### src/rtl/alu_sequencer.sv
// Multi-cycle ALU sequencer: reads two operands from an external register file,
// executes one of eight operations (MUL is an 8-step shift-add) and writes back.
module alu_sequencer (
    input  logic       clk,
    input  logic       rst_n,
    input  logic       instr_valid,
    output logic       instr_ready,
    input  logic [2:0] opcode,
    input  logic [3:0] dst,
    input  logic [3:0] src_a,
    input  logic [3:0] src_b,
    input  logic [7:0] A,
    input  logic [7:0] B,
    output logic [3:0] A_sel,
    output logic [3:0] B_sel,
    output logic [3:0] replaceSel,
    output logic [7:0] replaceData,
    output logic       done,
    output logic       carry,
    output logic       zero
);

    typedef enum logic [1:0] {IDLE, READ, EXEC, WRITE} state_t;
    typedef enum logic [2:0] {
        OP_ADD, OP_SUB, OP_AND, OP_OR, OP_XOR, OP_SHL, OP_MUL, OP_MOV
    } op_t;

    state_t      state_q;
    op_t         op_q;
    logic [3:0]  dst_q, src_a_q, src_b_q;
    logic [7:0]  result_q, mcand_q;
    logic [15:0] prod_q, prod_d;
    logic [2:0]  cnt_q;
    logic        done_q, carry_q, zero_q;

    logic [8:0]  alu_wide;
    logic [8:0]  mul_sum;

    // NOTE: every combinational output gets a default first so no latch is inferred.
    always_comb begin
        alu_wide = 9'd0;
        case (op_q)
            OP_ADD:  alu_wide = {1'b0, A} + {1'b0, B};
            OP_SUB:  alu_wide = {1'b0, A} - {1'b0, B};
            OP_AND:  alu_wide = {1'b0, A & B};
            OP_OR:   alu_wide = {1'b0, A | B};
            OP_XOR:  alu_wide = {1'b0, A ^ B};
            OP_SHL:  alu_wide = {1'b0, A} << B[2:0];
            OP_MOV:  alu_wide = {1'b0, A};
            default: alu_wide = 9'd0;
        endcase
    end

    // Multiplier sits in the low half of prod_q and shifts out as the partial sum grows.
    always_comb begin
        mul_sum = {1'b0, prod_q[15:8]} + (prod_q[0] ? {1'b0, mcand_q} : 9'd0);
        prod_d  = {mul_sum, prod_q[7:1]};
    end

    // NOTE: all state is updated with non-blocking assignments so every register samples pre-edge values.
    always_ff @(posedge clk or negedge rst_n) begin
        if (!rst_n) begin
            state_q  <= IDLE;
            op_q     <= OP_ADD;
            dst_q    <= 4'd0;
            src_a_q  <= 4'd0;
            src_b_q  <= 4'd0;
            result_q <= 8'd0;
            mcand_q  <= 8'd0;
            prod_q   <= 16'd0;
            cnt_q    <= 3'd0;
            done_q   <= 1'b0;
            carry_q  <= 1'b0;
            zero_q   <= 1'b0;
        end else begin
            done_q <= 1'b0;
            case (state_q)
                IDLE: begin
                    if (instr_valid) begin
                        op_q    <= op_t'(opcode);
                        dst_q   <= dst;
                        src_a_q <= src_a;
                        src_b_q <= src_b;
                        state_q <= READ;
                    end
                end
                READ: begin
                    if (op_q == OP_MUL) begin
                        mcand_q <= A;
                        prod_q  <= {8'h00, B};
                        cnt_q   <= 3'd0;
                        state_q <= EXEC;
                    end else begin
                        result_q <= alu_wide[7:0];
                        carry_q  <= alu_wide[8];
                        zero_q   <= (alu_wide[7:0] == 8'd0);
                        done_q   <= 1'b1;
                        state_q  <= WRITE;
                    end
                end
                EXEC: begin
                    prod_q <= prod_d;
                    cnt_q  <= cnt_q + 3'd1;
                    if (cnt_q == 3'd7) begin
                        result_q <= prod_d[7:0];
                        carry_q  <= |prod_d[15:8];
                        zero_q   <= (prod_d[7:0] == 8'd0);
                        done_q   <= 1'b1;
                        state_q  <= WRITE;
                    end
                end
                WRITE: begin
                    src_a_q <= 4'd0;
                    src_b_q <= 4'd0;
                    state_q <= IDLE;
                end
                default: state_q <= IDLE;
            endcase
        end
    end

    assign instr_ready = (state_q == IDLE);
    assign A_sel       = src_a_q;
    assign B_sel       = src_b_q;
    assign done        = done_q;
    assign carry       = carry_q;
    assign zero        = zero_q;

    // Outside WRITE the register file is fed its own A-port value, making the write a no-op.
    assign replaceSel  = (state_q == WRITE) ? dst_q    : src_a_q;
    assign replaceData = (state_q == WRITE) ? result_q : A;

endmodule

### config.mk
export PLATFORM = sky130hd
export DESIGN_NAME = alu_sequencer
export DESIGN_NICKNAME = d
export VERILOG_FILES = /design/src/rtl/alu_sequencer.sv
export SDC_FILE = /design/constraint.sdc
export NUM_CORES = 1
export LEC_CHECK = 0
export CAP_MARGIN = 20
export CORE_UTILIZATION = 35
export CTS_BUF_LIST = sky130_fd_sc_hd__clkbuf_8 sky130_fd_sc_hd__clkbuf_16
export DETAILED_ROUTE_END_ITERATION = 6
export PLACE_DENSITY = 0.57
export SYNTH_ARGS = -nofsm -noshare
export SYNTH_HDL_FRONTEND = slang
export SYNTH_SLANG_ARGS = --single-unit
### constraint.sdc
create_clock -name clk -period 2.95 [get_ports clk]
set_input_delay 0.59 -clock clk [delete_from_list [all_inputs] [get_ports clk]]
set_output_delay 0.59 -clock clk [all_outputs]
set_load 0.005 [all_outputs]
==> reports/qor.yml, run 1 <==
outcome:
  status: "complete, no violations"
placed_design:
  place_congestion: 0.931
  portBuffers: 57
  dp.cells: 753
  hpwl_mm: 10.0
  place_area_um2: 5520
  pre_cts_slack_ns: -0.585
sta:
  drv_slew: 0
  rsz0062_at_grt: "false"
  slew_headroom: 0.541
  max_freq_mhz: 352
  setup_tns_ns: 0
  tightest_slew_ns: 0.687
  fin_ws_ns: 0.105
  finalCritPeriodShare: 0.964
  setup_viol: 0
  hold_violations: 0
  min_period_ns: 2.84
  final.setup_skew_ns: 0.00676
layout:
  finish.instance_area_um2: 5810
  area_delta_synth_final_pct: 33.0
  instances_no_fill: 761
  drive_above_1_share: 0.199
  multi_input_area_um2: 2900
  diodes: 0
  nNetsFinal: 668
  seqCellArea_um2: 1380
  fillers: 1176
synth:
  netlist_area_um2: 4370
  postSynthCellCount: 489
  synthTopCellsByCount: "nand2_1, dfrtp_1, o21ai_0"
  ys_warn_count: 0
  synth.most_common_cell: "nand2_1"
  synthTopCellsByArea: "dfrtp_1, ha_1, nand2_1"
  synth_edf_count: 0
  seq_area_frac_synth: 0.315
  synth_top_area_frac: 0.315
  synth_nets: 565
  ys_async_sr_fraction: 1.00
  syn_area_per_cell_um2: 8.93
  synthDistinctLibCells: 67
  synth_largest_area_cell: "dfrtp_1"
  ys.flop_type: "dfrtp_1"
  ys_seq_elements: 55
global_routing:
  grt_pass1_vias: 4084
  grt_overflow_total: 0
  grt_pass1_wl_mm: 20.9
  grt_antenna_before_repair: 0
  grtUsageTotal: 0.206
  grt_max_degree: 41
routing:
  maxUsedRoutingLayer: "met4"
  wirelength_mm: 12.7
  drt-vias-per-instance: 5.32
  wl_met3_um: 599
  wl_met1_mm: 6.02
  initialDrtViolationCount: 198
  vias: 4047
  drc_errors: 0
  wl_per_cell_um: 16.6
  wl_met2_mm: 6.00
  first_pass_iters: 4
  ant_nets: 0
floorplanning:
  dieArea_um2: 12900
  initial_core_util: 0.362
  core_region_area_um2: 12100
  std_cell_rows: 40
  fp.dieH_um: 114
  io_pins: 58
  die_w_um: 114
clocking:
  clkTransAtPathRegs_ns: 0.07
  cts_buffer_depth: 2
  worstSkewPairLatency_ns: 0.29
  htreeDepth: 2
  cts_tree: "built"
  cts.sinks: 55
  cts-root-buf: "clkbuf_16"
  numCtsBuffers: 5
  post_cts_buffers: 0
  cts_hold_buf: 0
setup_path:
  crit_fanout: 5
  cpPeakStageDelay_ns: 0.57
  worst-setup-path-type: "input pin to primary output"
  crit_buf_inv: 5
  cpLargestDelayFamily: "buffers and inverters"
  endpoint_kind: "primary output"
  crit_path_top_delay_cell: "clkdlybuf4s50_1"
  required_ns: 2.36
  crit_chain: "clkdlybuf4s50_1 -> buf_4 -> inv_1 -> buf_4 -> o21ai_0 -> clkdlybuf4s50_1"
  r2r_slack_ns: 0.15
  startpoint_type: "input pin"
  critPathArrivalTime_ns: 2.25
pwr:
  p_per_area_nw_per_um2: 988
  p_leak_nw: 2.61
  vdd_drop_max_v: 0.000562
  fin_total_pwr_mw: 5.74
run:
  maxCapViolations: 0
worst_hold_path:
  hp-class: "input pin to asynchronous set/reset pin"
-- through the flow --
| stage | hold WS [ns] | utilization |
|---|---|---|
| final | 0.199 | 0.481 |
| after global routing | 0.235 | 0.481 |
| after CTS | 0.207 | 0.479 |
| after detailed placement | 0.466 | 0.458 |
| after global placement | 0.463 | 0.458 |
| after floorplan | 0.294 | - |
-- routing by layer --
layer	global-route usage	up-vias
li1	-	1995
met1	0.288	1943
met2	0.346	105
met3	0.0324	4
met4	0.0219	0
met5	0	-
-- cells by family (layout without fill, tap and decap cells) --
family                   count (synthesis)  in the layout  share of synthesized area
buffers and inverters                   47            151                     0.0424
AND/OR/NAND/NOR                        141            141                      0.164
XOR/XNOR                                14             14                     0.0281
flip-flops                              55             55                      0.315
adder cells (fa/ha/maj)                 42             42                      0.124
AO/OA/AOI/OAI                          160            160                      0.238
multiplexers                            30             30                     0.0877
-- final cells by class --
| cell class | count | area share |
|---|---|---|
| Clock buffer | 5 | 0.0215 |
| Tap cell | 168 | 0.0362 |
| Sequential cell | 55 | 0.237 |
| Clock inverter | 3 | 0.0116 |
| Multi-Input combinational cell | 387 | 0.500 |
| Inverter | 25 | 0.0162 |
| Timing Repair Buffer | 118 | 0.178 |
-- report_power, final --
part | switching [mW] | internal [mW]
registers | 0.257 | 1.11
logic | 1.90 | 1.72
clock network | 0.264 | 0.486
-- what timing repair did --
item,in CTS,in global routing
gates resized for setup,18,10
setup endpoints to repair,5,5
pin swaps,7,7
-- registers in the layout, indices dropped and copies added, names as in the netlist, 3 cells and up --
signal    flops
prod_q       16
mcand_q       8
result_q      8
A_sel         4
B_sel         4
dst_q         4
cnt_q         3
op_q          3
-- worst reg2reg max path, cell delays in order, from the launching register on --
cell     delay (ns)
dfrtp_1        0.39
nor2_2         0.28
buf_4          0.20
a21oi_2        0.06
xnor2_1        0.12
ha_1           0.34
nor2b_1        0.17
o21ai_0        0.12
or3b_2         0.46
a31oi_2        0.23
and4b_1        0.22
a31o_1         0.14
-- path summary, 6_finish.rpt --
| kind | start | to | depth (start not counted) |
|---|---|---|---|
| min in group clk | mcand_q[4] | mcand_q[4] | 2 |
| setup / recovery | A[2] | replaceData[2] | 6 |
| hold / removal | rst_n | prod_q[15] | 1 |
| setup reg to reg | op_q[2] | zero | 11 |
| hold reg to reg | mcand_q[4] | mcand_q[4] | 2 |
| max in group asynchronous | rst_n | mcand_q[0] | 2 |
-- cell usage in the layout (no fill, tap or decap), types with 4 or more instances in the layout --
cell type,instances
nor3_1,4
buf_4,60
o21ai_0,41
xor2_1,4
inv_1,20
nand2_1,56
o21ai_1,8
a22oi_1,8
mux2i_1,9
a21oi_1,27
xnor2_1,10
o211ai_1,6
nor2_1,20
ha_1,36
and2_1,11
clkdlybuf4s50_1,51
a31oi_1,6
dfrtp_1,55
a22o_1,18
mux2_2,14
nand2b_1,6
nor2b_1,6
nand4_1,5
clkbuf_16,5
nor3b_1,4
mux4_2,5
(Power assumes the default switching activity.)
==> run 2: changes to the inputs <==
- ABC_CLOCK_PERIOD_IN_PS: default -> 3500
- PLACE_DENSITY: 0.57 -> 0.55
- clock period: 2.95 -> 3.5 ns (I/O delays scaled with it)
==> run 2 against run 1 <==
Net effect:
- setup slack better by 0.18 ns
- total power down 21%
- die area unchanged
- sequential share of layout area up 1.6 points
- non-clock buffer count down 29
- register-to-register slack better by 0.52 ns
- design area down 6.4%
- clock skew up 0.0051 ns
- clock power down 34%
- critical path type is now input pin to flip-flop
- critical endpoint is now zero
==> reports/qor.yml, run 2 (synthesized netlist as in run 1, its figures left out) <==
routing:
  wirelength_mm: 12.5
  maxUsedRoutingLayer: "met4"
  wl_met3_um: 731
  wl_met1_mm: 5.81
  initialDrtViolationCount: 258
  vias: 3972
  wl_met2_mm: 5.73
  first_pass_iters: 5
  wl_per_cell_um: 17.1
  drc_errors: 0
  ant_nets: 0
  drt-vias-per-instance: 5.43
layout:
  largestRegisters: "prod_q: 16 flops, mcand_q: 8 flops, result_q: 8 flops"
  seqCellArea_um2: 1380
  layout_commonest_cell: "nand2_1"
  mostFrequentLayoutCells: "nand2_1, clkdlybuf4s50_1, dfrtp_1"
  nNetsFinal: 639
  multi_input_area_um2: 2800
  largest_register: "prod_q"
  diodes: 0
  utilization: 0.451
  finish.instance_area_um2: 5440
  drive_above_1_share: 0.115
  largest_reg_flops: 16
  area_delta_synth_final_pct: 24.5
  fillers: 1179
placed_design:
  pre_cts_slack_ns: -0.0237
  place_area_um2: 5290
  portBuffers: 57
  place_congestion: 0.913
  hpwl_mm: 9.61
global_routing:
  grt_overflow_total: 0
  grtUsageTotal: 0.204
  grt_pass1_wl_mm: 20.6
  grt_pass1_vias: 3966
  grt_max_degree: 42
  grt_antenna_before_repair: 0
pwr:
  p_per_area_nw_per_um2: 829
  p_leak_nw: 2.40
  vdd_drop_max_v: 0.000385
worst_hold_path:
  hp-class: "flip-flop to flip-flop"
setup_path:
  crit_fanout: 4
  required_ns: 3.68
  crit_chain: "clkdlybuf4s50_1 -> inv_1 -> ha_1 -> a21oi_1 -> xnor2_1 -> ha_1 -> nor2b_1 -> o31a_1 -> o21ai_1 -> mux2_1 -> o21a_1 -> a31o_1"
  cp_common_cell: "ha_1"
  startpoint_type: "input pin"
  crit_buf_inv: 2
  critPathArrivalTime_ns: 3.40
  endpoint_kind: "flip-flop"
  crit_path_top_delay_cell: "clkdlybuf4s50_1"
  cpLargestDelayFamily: "compound AO/OA/AOI/OAI gates"
  cpPeakStageDelay_ns: 0.48
  worst-setup-path-type: "input pin to flip-flop"
floorplanning:
  initial_core_util: 0.362
  dieArea_um2: 12900
  core_region_area_um2: 12100
  fp.dieH_um: 114
  io_pins: 58
  die_w_um: 114
  std_cell_rows: 40
sta:
  min_period_ns: 3.22
  slew_headroom: 0.390
  setup_tns_ns: 0
  max_freq_mhz: 311
  fin_ws_ns: 0.281
  hold_violations: 0
  setup_viol: 0
  drv_slew: 0
  rsz0062_at_grt: "false"
  final.setup_skew_ns: 0.0119
  tightest_slew_ns: 0.915
  finalCritPeriodShare: 0.920
clocking:
  worstSkewPairLatency_ns: 0.30
  post_cts_buffers: 0
  cts_hold_buf: 0
  cts.sinks: 55
  htreeDepth: 2
  numCtsBuffers: 5
  post_cts_resized: 0
  clkTransAtPathRegs_ns: 0.08
  cts_tree: "built"
  cts_buffer_depth: 2
  cts-root-buf: "clkbuf_16"
outcome:
  status: "complete, no violations"
run:
  maxCapViolations: 0
run 2: cell count changes in the layout (fill, tap and decap cells not counted), sizes merged:
| cell | change |
|---|---|
| buf | -29 |
| dlygate4sd2 | -2 |
| clkinv | +1 |
| bufinv | -2 |
| clkdlybuf4s50 | +5 |
| clkinvlp | +1 |
| dlymetal6s2s | -3 |
run 2: routing by layer:
metal,vias up,global-route usage
met5,-,0
met4,0,0.0553
met3,19,0.0367
met2,134,0.331
met1,1881,0.280
li1,1938,-
run 2: worst register-to-register path, delay by kind of cell, from the launching register on:
family          cells  cell delay (ns)
flops               1             0.55
buf+inv             1             0.07
simple gates        3             0.57
compound gates      4             1.19
xor+xnor            1             0.11
fa+ha+maj           1             0.27
run 2: final timing paths:
| check | start | end | slack [ns] | depth (start not counted) |
|---|---|---|---|---|
| setup / recovery | B[0] | zero | 0.28 | 12 |
| hold / removal | mcand_q[4] | mcand_q[4] | 0.48 | 2 |
| setup reg to reg | op_q[0] | zero | 0.67 | 10 |
| hold reg to reg | mcand_q[4] | mcand_q[4] | 0.48 | 2 |
| max in group asynchronous | rst_n | op_q[1] | 2.20 | 2 |
| min in group asynchronous | rst_n | prod_q[14] | 0.53 | 1 |
run 2: cell type report:
cell class | count | share of cell area
timing repair buffer | 89 | 0.148
tap | 168 | 0.0387
inverter | 25 | 0.0173
clock buffer | 5 | 0.0230
sequential | 55 | 0.253
multi-input combinational | 387 | 0.516
clock inverter | 3 | 0.00368
run 2: per-stage QoR:
step	cells	power, mW	hold WS [ns]
after detailed placement	724	3.99	0.468
final	732	4.51	0.481
after global placement	724	3.95	0.463
after floorplan	489	2.99	0.404
after global routing	732	4.90	0.506
after CTS	732	4.51	0.486
run 2: power breakdown:
group	switching, mW	leakage, nW	total, mW	internal, mW
Sequential	0.219	0.683	1.15	0.932
Clock	0.234	0.0658	0.498	0.264
Combinational	1.54	1.65	2.86	1.32
==> run 3: changes to the inputs <==
- CORE_ASPECT_RATIO: default -> 1.25
- REMOVE_ABC_BUFFERS: default -> 1
- TNS_END_PERCENT: default -> 1
==> run 3 against run 2 <==
Net effect:
- non-clock buffer count up 2
- combinational power about the same
- hold slack lost 0.0063 ns
- setup slack better by 0.0032 ns
- flip-flop and latch count did not move
- critical path type unchanged
==> reports/qor.yml, run 3 (synthesized netlist as in run 1, its figures left out) <==
setup_path:
  worst-r2r-cell-count: 11
  crit_chain: "clkdlybuf4s50_1 -> inv_1 -> ha_1 -> nand2_1 -> o31ai_1 -> xnor2_1 -> ha_1 -> or3_1 -> o311a_1 -> a211oi_2 -> o21ai_1 -> mux2_2"
  crit_path_top_delay_cell: "or3_1"
  cp_common_cell: "ha_1"
  crit_buf_inv: 2
  crit_fanout: 4
  startpoint_type: "input pin"
  cpPeakStageDelay_ns: 0.43
  path_depth: 12
  cpLargestDelayFamily: "compound AO/OA/AOI/OAI gates"
  required_ns: 3.69
  critPathArrivalTime_ns: 3.40
  endpoint_kind: "flip-flop"
  worst-setup-path-type: "input pin to flip-flop"
run:
  maxCapViolations: 0
worst_hold_path:
  hp-class: "flip-flop to flip-flop"
  worstHoldPathCells: 2
placed_design:
  place_congestion: 0.930
  portBuffers: 57
  dp.cells: 722
  pre_cts_slack_ns: -0.0604
  place_area_um2: 5300
  hpwl_mm: 10.0
layout:
  instances_no_fill: 730
  layout_commonest_cell: "nand2_1"
  largest_reg_flops: 16
  drive_above_1_share: 0.118
  finish.instance_area_um2: 5460
  largest_register: "prod_q"
  largestRegisters: "prod_q: 16 flops, mcand_q: 8 flops, result_q: 8 flops"
  fillers: 1248
  multi_input_area_um2: 2800
  seqCellArea_um2: 1380
  utilization: 0.449
  mostFrequentLayoutCells: "nand2_1, clkdlybuf4s50_1, dfrtp_1"
  diodes: 0
  area_delta_synth_final_pct: 25.0
  nNetsFinal: 641
global_routing:
  grtUsageTotal: 0.210
  grt_pass1_wl_mm: 20.9
  grt_overflow_total: 0
  grt_pass1_vias: 4104
  grt_max_degree: 39
  grt_antenna_before_repair: 0
sta:
  finalCritPeriodShare: 0.919
  drv_slew: 0
  setup_tns_ns: 0
  rsz0062_at_grt: "false"
  slew_headroom: 0.397
  tightest_slew_ns: 0.903
  fin_ws_ns: 0.284
  setup_viol: 0
  hold_violations: 0
  min_period_ns: 3.22
  max_freq_mhz: 311
  final.setup_skew_ns: 0.00733
outcome:
  status: "complete, no violations"
routing:
  drc_errors: 0
  wirelength_mm: 12.8
  initialDrtViolationCount: 170
  vias: 3958
  ant_nets: 0
  wl_per_cell_um: 17.5
  maxUsedRoutingLayer: "met4"
  drt-vias-per-instance: 5.42
  wl_met3_um: 254
  wl_met2_mm: 6.64
  first_pass_iters: 4
  wl_met1_mm: 5.48
clocking:
  cts_hold_buf: 0
  cts_buffer_depth: 2
  numCtsBuffers: 5
  cts_tree: "built"
  post_cts_buffers: 0
  worstSkewPairLatency_ns: 0.30
  cts.sinks: 55
  htreeDepth: 2
  post_cts_resized: 0
  clkTransAtPathRegs_ns: 0.07
  cts-root-buf: "clkbuf_16"
pwr:
  vdd_drop_max_v: 0.000318
  p_per_area_nw_per_um2: 830
  p_leak_nw: 2.42
floorplanning:
  dieArea_um2: 12900
  initial_core_util: 0.359
  io_pins: 58
  std_cell_rows: 45
  fp.dieH_um: 127
  core_region_area_um2: 12200
  die_w_um: 102
run 3: worst reg2reg max path: stages, from the launching register on:
cell and delay (ns):
dfrtp_1 0.38, nor2_1 0.15, buf_4 0.20, a21oi_1 0.09, xnor2_1 0.13, ha_1 0.29
nor2b_1 0.16, o21ai_0 0.18, or3b_2 0.46, a31oi_1 0.25, and4b_1 0.24, a31o_1 0.15
run 3: area by class of cell:
| type | count | share of cell area |
|---|---|---|
| Multi-Input combinational cell | 387 | 0.514 |
| Sequential cell | 55 | 0.252 |
| Clock buffer | 6 | 0.0255 |
| Timing Repair Buffer | 91 | 0.150 |
| Tap cell | 164 | 0.0376 |
| Clock inverter | 2 | 0.00298 |
| Inverter | 25 | 0.0172 |
run 3: path summary, 6_finish.rpt:
kind | slack [ns] | startpoint | to
setup reg to reg | 0.75 | op_q[2] | zero
setup / recovery | 0.28 | B[0] | result_q[7]
hold reg to reg | 0.47 | mcand_q[4] | mcand_q[4]
hold / removal | 0.47 | mcand_q[4] | mcand_q[4]
max in group asynchronous | 2.23 | rst_n | A_sel[0]
min in group asynchronous | 0.50 | rst_n | prod_q[10]
run 3: power by group:
part	internal [mW]	switching, mW	leakage, nW
Clock	0.287	0.241	0.0731
Sequential	0.932	0.213	0.683
Combinational	1.32	1.53	1.66
run 3: stage by stage:
| stage | hold slack, ns | power (mW) |
|---|---|---|
| 6_report | 0.475 | 4.53 |
| 5_1_grt | 0.492 | 4.94 |
| 4_1_cts | 0.480 | 4.55 |
| 3_5_place_dp | 0.464 | 4.02 |
| 3_3_place_gp | 0.455 | 3.96 |
| 2_1_floorplan | 0.404 | 2.93 |
run 3: per-layer routing:
metal,vias up,track usage
met5,-,0
li1,1945,-
met3,21,0.0171
met1,1933,0.260
met4,0,0.0908
met2,59,0.368
